===== config.mk =====
export PLATFORM = sky130hd
export DESIGN_NAME = jt1943_dwnld
export DESIGN_NICKNAME = d
export VERILOG_FILES = /design/src/rtl/jt1943_dwnld.sv
export SDC_FILE = /design/constraint.sdc
export NUM_CORES = 1
export LEC_CHECK = 0
export BUFFER_PORTS_ARGS = -buffer_cell sky130_fd_sc_hd__buf_2
export CORE_MARGIN = 5
export CORE_UTILIZATION = 51
export CTS_CLUSTER_DIAMETER = 120
export DETAILED_ROUTE_END_ITERATION = 8
export PLACE_DENSITY_LB_ADDON = 0.1
export SLEW_MARGIN = 25
export SYNTH_ARGS = -nofsm -noshare
export SYNTH_HDL_FRONTEND = slang
export SYNTH_SLANG_ARGS = --single-unit

===== constraint.sdc =====
create_clock -name clk -period 2.46 [get_ports clk]
set_clock_uncertainty 0.2 [all_clocks]
set_input_delay 0.246 -clock clk [delete_from_list [all_inputs] [get_ports clk]]
set_output_delay 0.246 -clock clk [all_outputs]
set_load 0.03 [all_outputs]

===== src/rtl/jt1943_dwnld.sv =====
`default_nettype none
// ============================================================================
//  Module   : jt1943_dwnld
//  Purpose  : Sorts the ioctl download stream into linear/GFX-interleaved
//             SDRAM writes (held-request/ack with skid buffer) and PROM writes.
//  Revision : 1.0  initial release
// ============================================================================
module jt1943_dwnld #(
    parameter logic [21:0] GFX_START  = 22'h08_0000,
    parameter int          GFX_AW     = 17,
    parameter logic [21:0] PROM_START = 22'h0C_0000,
    parameter int          PROMS      = 12
) (
    input  logic              clk,
    input  logic              rst,
    input  logic              downloading,
    input  logic              ioctl_wr,
    input  logic [21:0]       ioctl_addr,
    input  logic [7:0]        ioctl_data,
    output logic              prog_we,
    output logic [21:0]       prog_addr,
    output logic [7:0]        prog_data,
    output logic [1:0]        prog_mask,
    input  logic              prog_ack,
    output logic [PROMS-1:0]  prom_we,
    output logic [7:0]        prom_addr,
    output logic [7:0]        prom_din,
    output logic              dwnld_busy,
    output logic              dwnld_done,
    output logic              overflow
);

    localparam logic [0:0]  c_ST_IDLE    = 1'b0;
    localparam logic [0:0]  c_ST_REQ     = 1'b1;
    localparam logic [21:0] c_GFX_WORD   = GFX_START >> 1;
    localparam logic [21:0] c_PROM_BYTES = 22'(PROMS * 256);
    localparam logic [PROMS-1:0] c_PROM_ONE = {{(PROMS-1){1'b0}}, 1'b1};

    // ------------------------------------------------------------------
    // Address translation
    // ------------------------------------------------------------------
    logic              w_wr;
    logic              w_is_prom;
    logic              w_is_gfx;
    logic [GFX_AW-1:0] w_gfx_off;
    logic [21:0]       w_gfx_word;
    logic [21:0]       w_prom_off;
    logic              w_prom_hit;
    logic              w_sd_in;
    logic [21:0]       w_in_addr;
    logic [1:0]        w_in_mask;

    assign w_wr       = downloading & ioctl_wr;
    assign w_is_prom  = (ioctl_addr >= PROM_START);
    assign w_is_gfx   = (ioctl_addr >= GFX_START) & ~w_is_prom;
    assign w_gfx_off  = ioctl_addr[GFX_AW-1:0] - GFX_START[GFX_AW-1:0];
    // Top offset bit selects the lane; the lower half-region picks the word
    assign w_gfx_word = c_GFX_WORD + {{(23-GFX_AW){1'b0}}, w_gfx_off[GFX_AW-2:0]};
    assign w_prom_off = ioctl_addr - PROM_START;
    assign w_prom_hit = w_wr & w_is_prom & (w_prom_off < c_PROM_BYTES);
    assign w_sd_in    = w_wr & ~w_is_prom;

    always_comb begin
        w_in_addr = {1'b0, ioctl_addr[21:1]};
        w_in_mask = ioctl_addr[0] ? 2'b01 : 2'b10;
        if (w_is_gfx) begin
            w_in_addr = w_gfx_word;
            w_in_mask = w_gfx_off[GFX_AW-1] ? 2'b01 : 2'b10;
        end
    end

    // ------------------------------------------------------------------
    // PROM write port
    // ------------------------------------------------------------------
    always_ff @(posedge clk) begin
        if (rst) begin
            prom_we   <= '0;
            prom_addr <= 8'h00;
            prom_din  <= 8'h00;
        end else begin
            prom_we <= w_prom_hit ? (c_PROM_ONE << w_prom_off[11:8]) : '0;
            if (w_prom_hit) begin
                prom_addr <= w_prom_off[7:0];
                prom_din  <= ioctl_data;
            end
        end
    end

    // ------------------------------------------------------------------
    // SDRAM request FSM with one-entry skid buffer
    // ------------------------------------------------------------------
    logic [0:0]  r_state,     w_state_nxt;
    logic        r_buf_valid, w_buf_valid_nxt;
    logic [21:0] r_buf_addr,  w_buf_addr_nxt;
    logic [7:0]  r_buf_data,  w_buf_data_nxt;
    logic [1:0]  r_buf_mask,  w_buf_mask_nxt;
    logic        w_we_nxt;
    logic [21:0] w_addr_nxt;
    logic [7:0]  w_data_nxt;
    logic [1:0]  w_mask_nxt;
    logic        w_ovf_nxt;

    always_comb begin
        w_state_nxt     = r_state;
        w_buf_valid_nxt = r_buf_valid;
        w_buf_addr_nxt  = r_buf_addr;
        w_buf_data_nxt  = r_buf_data;
        w_buf_mask_nxt  = r_buf_mask;
        w_we_nxt        = prog_we;
        w_addr_nxt      = prog_addr;
        w_data_nxt      = prog_data;
        w_mask_nxt      = prog_mask;
        w_ovf_nxt       = overflow;
        case (r_state)
            c_ST_IDLE: begin
                if (w_sd_in) begin
                    w_we_nxt    = 1'b1;
                    w_addr_nxt  = w_in_addr;
                    w_data_nxt  = ioctl_data;
                    w_mask_nxt  = w_in_mask;
                    w_state_nxt = c_ST_REQ;
                end
            end
            c_ST_REQ: begin
                if (prog_ack) begin
                    if (r_buf_valid) begin
                        w_addr_nxt = r_buf_addr;
                        w_data_nxt = r_buf_data;
                        w_mask_nxt = r_buf_mask;
                        if (w_sd_in) begin
                            w_buf_addr_nxt = w_in_addr;
                            w_buf_data_nxt = ioctl_data;
                            w_buf_mask_nxt = w_in_mask;
                        end else begin
                            w_buf_valid_nxt = 1'b0;
                        end
                    end else if (w_sd_in) begin
                        // Empty buffer drains straight onto the outputs
                        w_addr_nxt = w_in_addr;
                        w_data_nxt = ioctl_data;
                        w_mask_nxt = w_in_mask;
                    end else begin
                        w_we_nxt    = 1'b0;
                        w_state_nxt = c_ST_IDLE;
                    end
                end else if (w_sd_in) begin
                    if (!r_buf_valid) begin
                        w_buf_valid_nxt = 1'b1;
                        w_buf_addr_nxt  = w_in_addr;
                        w_buf_data_nxt  = ioctl_data;
                        w_buf_mask_nxt  = w_in_mask;
                    end else begin
                        w_ovf_nxt = 1'b1;
                    end
                end
            end
            default: begin
                w_state_nxt = c_ST_IDLE;
                w_we_nxt    = 1'b0;
            end
        endcase
    end

    always_ff @(posedge clk) begin
        if (rst) begin
            r_state     <= c_ST_IDLE;
            r_buf_valid <= 1'b0;
            r_buf_addr  <= 22'h0;
            r_buf_data  <= 8'h00;
            r_buf_mask  <= 2'b11;
            prog_we     <= 1'b0;
            prog_addr   <= 22'h0;
            prog_data   <= 8'h00;
            prog_mask   <= 2'b11;
            overflow    <= 1'b0;
        end else begin
            r_state     <= w_state_nxt;
            r_buf_valid <= w_buf_valid_nxt;
            r_buf_addr  <= w_buf_addr_nxt;
            r_buf_data  <= w_buf_data_nxt;
            r_buf_mask  <= w_buf_mask_nxt;
            prog_we     <= w_we_nxt;
            prog_addr   <= w_addr_nxt;
            prog_data   <= w_data_nxt;
            prog_mask   <= w_mask_nxt;
            overflow    <= w_ovf_nxt;
        end
    end

    // ------------------------------------------------------------------
    // Completion tracking
    // ------------------------------------------------------------------
    logic r_seen;

    assign dwnld_busy = downloading | prog_we | r_buf_valid;
    assign dwnld_done = r_seen & ~downloading & ~prog_we & ~r_buf_valid;

    always_ff @(posedge clk) begin
        if (rst) begin
            r_seen <= 1'b0;
        end else if (downloading) begin
            r_seen <= 1'b1;
        end else if (dwnld_done) begin
            r_seen <= 1'b0;
        end
    end

endmodule
`default_nettype wire


==> impl_metrics.toml <==
[critical_path]
cp-start-kind = "input pin"
worstPathArrival_ns = 2.22
cp_slowest_cell = "or4b_4"
crit_family = "simple AND/OR/NAND/NOR gates"
path_buf_inv = 2
cp-end-kind = "flip-flop"
cp_cell_sequence = "buf_2, nor4_1, nand4_2, or4b_4, nor3_1, dlygate4sd3_1"
worstPathRequired_ns = 2.56
crit_fanout = 5
critical_path.max_stage_delay_ns = 0.56
crit_type = "in -> reg"

[die]
core_sq_um = 7250
die_area_sq_um = 9290
chipHeight_um = 96.4
initial_core_util = 0.525
dieWidth_um = 96.4
core.rowCount = 31
num_io_pins = 99

[drt]
first_pass_iters = 4
via_per_inst = 5.20
wirelength_um = 9110
num_vias = 3264
drt_iter0_markers = 164
wl_per_cell_um = 14.5
drt.antenna.violating_nets = 0
drc = 0

[placed_design]
place_ws_ns = 0.411
dp_hpwl_um = 6290
place.gp.congestion = 0.749
io_buffers = 98

[timing]
timing.slew.headroom = 0.655
hold_viol = 0
final.setup.tns_ns = 0
period_minus_slack_ns = 2.11
setup_viol = 0
slew_viol_final = 0
tightest_slew_ns = 0.518
period_share = 0.860
max_freq_mhz = 473
rsz0062_at_grt = "false"
fin_ws_ns = 0.345

[synthesis]
synth_area_leaders = "dfxtp_1 50%, nor2_1 12%, o221a_2 6.8%"
netlist_area_sq_um = 3810
async_reset_ff_frac = 0
synth-edff-count = 0
ys_ff_latch = 96
avgSynthCellArea_sq_um = 9.29
synth_top_area_share = 0.505
syn-num-nets = 445
synthCells = 410
synth-seq-area-share = 0.505
synth-warning-count = 0
synth.most_common_cell = "nor2_1"
synth_area_leader_cell = "dfxtp_1"
synthTopCellsByCount = "118 x nor2_1, 96 x dfxtp_1, 29 x nand2_1, 23 x o221a_2, 18 x clkbuf_1"
synthDistinctLibCells = 39
ys.flop_type = "dfxtp_1"

[finish]
ff_latch_area_sq_um = 1920
n_antenna_cell = 0
final_nets = 559
syn2layout_area_growth_pct = 25.9
drive_gt1_frac = 0.342
multiInputGateArea_sq_um = 1740
fillerInstances = 623

[clocking]
cts-root-buf = "clkbuf_8"
clk_latency_ns = 0.35
cts_sinks = 96
cts_made_buffers = 9
cts_max_path_buffers = 2
cts_tree = "built"
post_cts_buffers = 0
htreeDepth = 3
clk_pin_slew_ns = 0.10

[global_routing]
grt_pass1_vias = 3182
antenna_found_initial = 0
grt_max_degree = 52
grt_pass1_wl_um = 14800
track_usage = 0.200
grt.overflow.total = 0

[hold_path]
worstHoldPathType = "in -> reg"

[run]
maxCapViolations = 0

[power_and_ir_drop]
p_per_area_nw_per_um2 = 575
total_power_uw = 2760
cellLeakagePower_uw = 0.00221
ir_drop_uv = 378

[run_status]
status = "finished, final reports clean"
[final cells by class]
type | count | area share
clock inverter | 7 | 0.0115
inverter | 7 | 0.00548
multi-input combinational | 279 | 0.363
clock buffer | 9 | 0.0258
timing repair buffer | 131 | 0.168
sequential | 96 | 0.401
tap | 99 | 0.0258
[path summary, 6_finish.rpt]
check | to | slack, ns | start | depth (start not counted)
max | prom_we[8] | 0.35 | ioctl_addr[14] | 6
min reg2reg | r_buf_addr[20] | 0.25 | r_buf_addr[20] | 2
max reg2reg | r_buf_addr[3] | 0.45 | r_buf_valid | 5
min | r_seen | 0.02 | downloading | 3
[per-layer routing]
| layer | vias to the layer above | share of wire | track usage |
|---|---|---|---|
| met1 | 1520 | 0.46 | 0.267 |
| li1 | 1640 | - | - |
| met3 | 10 | 0.066 | 0.0403 |
| met4 | 0 | 0.012 | 0.0713 |
| met2 | 94 | 0.46 | 0.322 |
| met5 | - | 0 | 0 |
[power breakdown]
group / total (uW) / internal [uW] / switching, uW
Sequential: 1580 / 1570 / 9.73
Clock: 938 / 376 / 562
Combinational: 242 / 104 / 138
[worst register-to-register path, cell delays in order (launching register included)]
cell	delay [ns]
dfxtp_1	0.50
xnor2_1	0.17
nand4_1	0.44
buf_4	0.37
nor2_1	0.13
nor3_1	0.05
[flip-flops by register name, summed over array words and instances (netlist names), 2 cells and up]
| name | flops |
|---|---|
| prog_mask | 2 |
| r_buf_addr | 21 |
| prog_addr | 22 |
| prom_addr | 8 |
| r_buf_data | 8 |
| r_buf_mask | 2 |
| prom_we | 12 |
| prom_din | 8 |
| prog_data | 8 |
[placed cells by master, fill, tap and decap left out, types with 7 or more instances in the layout]
master           n
a21oi_1         15
buf_2           98
buf_4           11
clkbuf_8         9
dfxtp_1         96
dlygate4sd3_1   21
inv_1            7
mux2_2          16
mux2i_1         17
nand2_1         29
nor2_1         118
nor3_1          14
nor3_2           9
o221a_2         23
[metrics by stage]
stage | cells | utilization | instance area, sq um | hold WS [ns]
2_1_floorplan | 410 | - | 3810 | 0.123
3_3_place_gp | 591 | 0.607 | 4410 | 0.238
3_5_place_dp | 591 | 0.607 | 4410 | 0.237
4_1_cts | 628 | 0.661 | 4790 | 0.0125
5_1_grt | 628 | 0.661 | 4790 | 0.0186
6_report | 628 | 0.661 | 4790 | 0.0203
[kinds of logic (layout without fill, tap and decap cells)]
group	after synthesis	in the layout	share of synthesized area
simple gates	191	191	0.236
flops	96	96	0.505
compound gates	53	53	0.120
buf+inv	35	154	0.0411
mux	34	34	0.0960
xor+xnor	1	1	0.00230
[what timing repair did]
item,in CTS,in global routing
endpoints found under the hold margin,37,0
endpoints found under the setup margin,0,0
hold buffers,21,0
gates resized for setup,0,0
No activity file was read; power rests on OpenSTA's default activity.
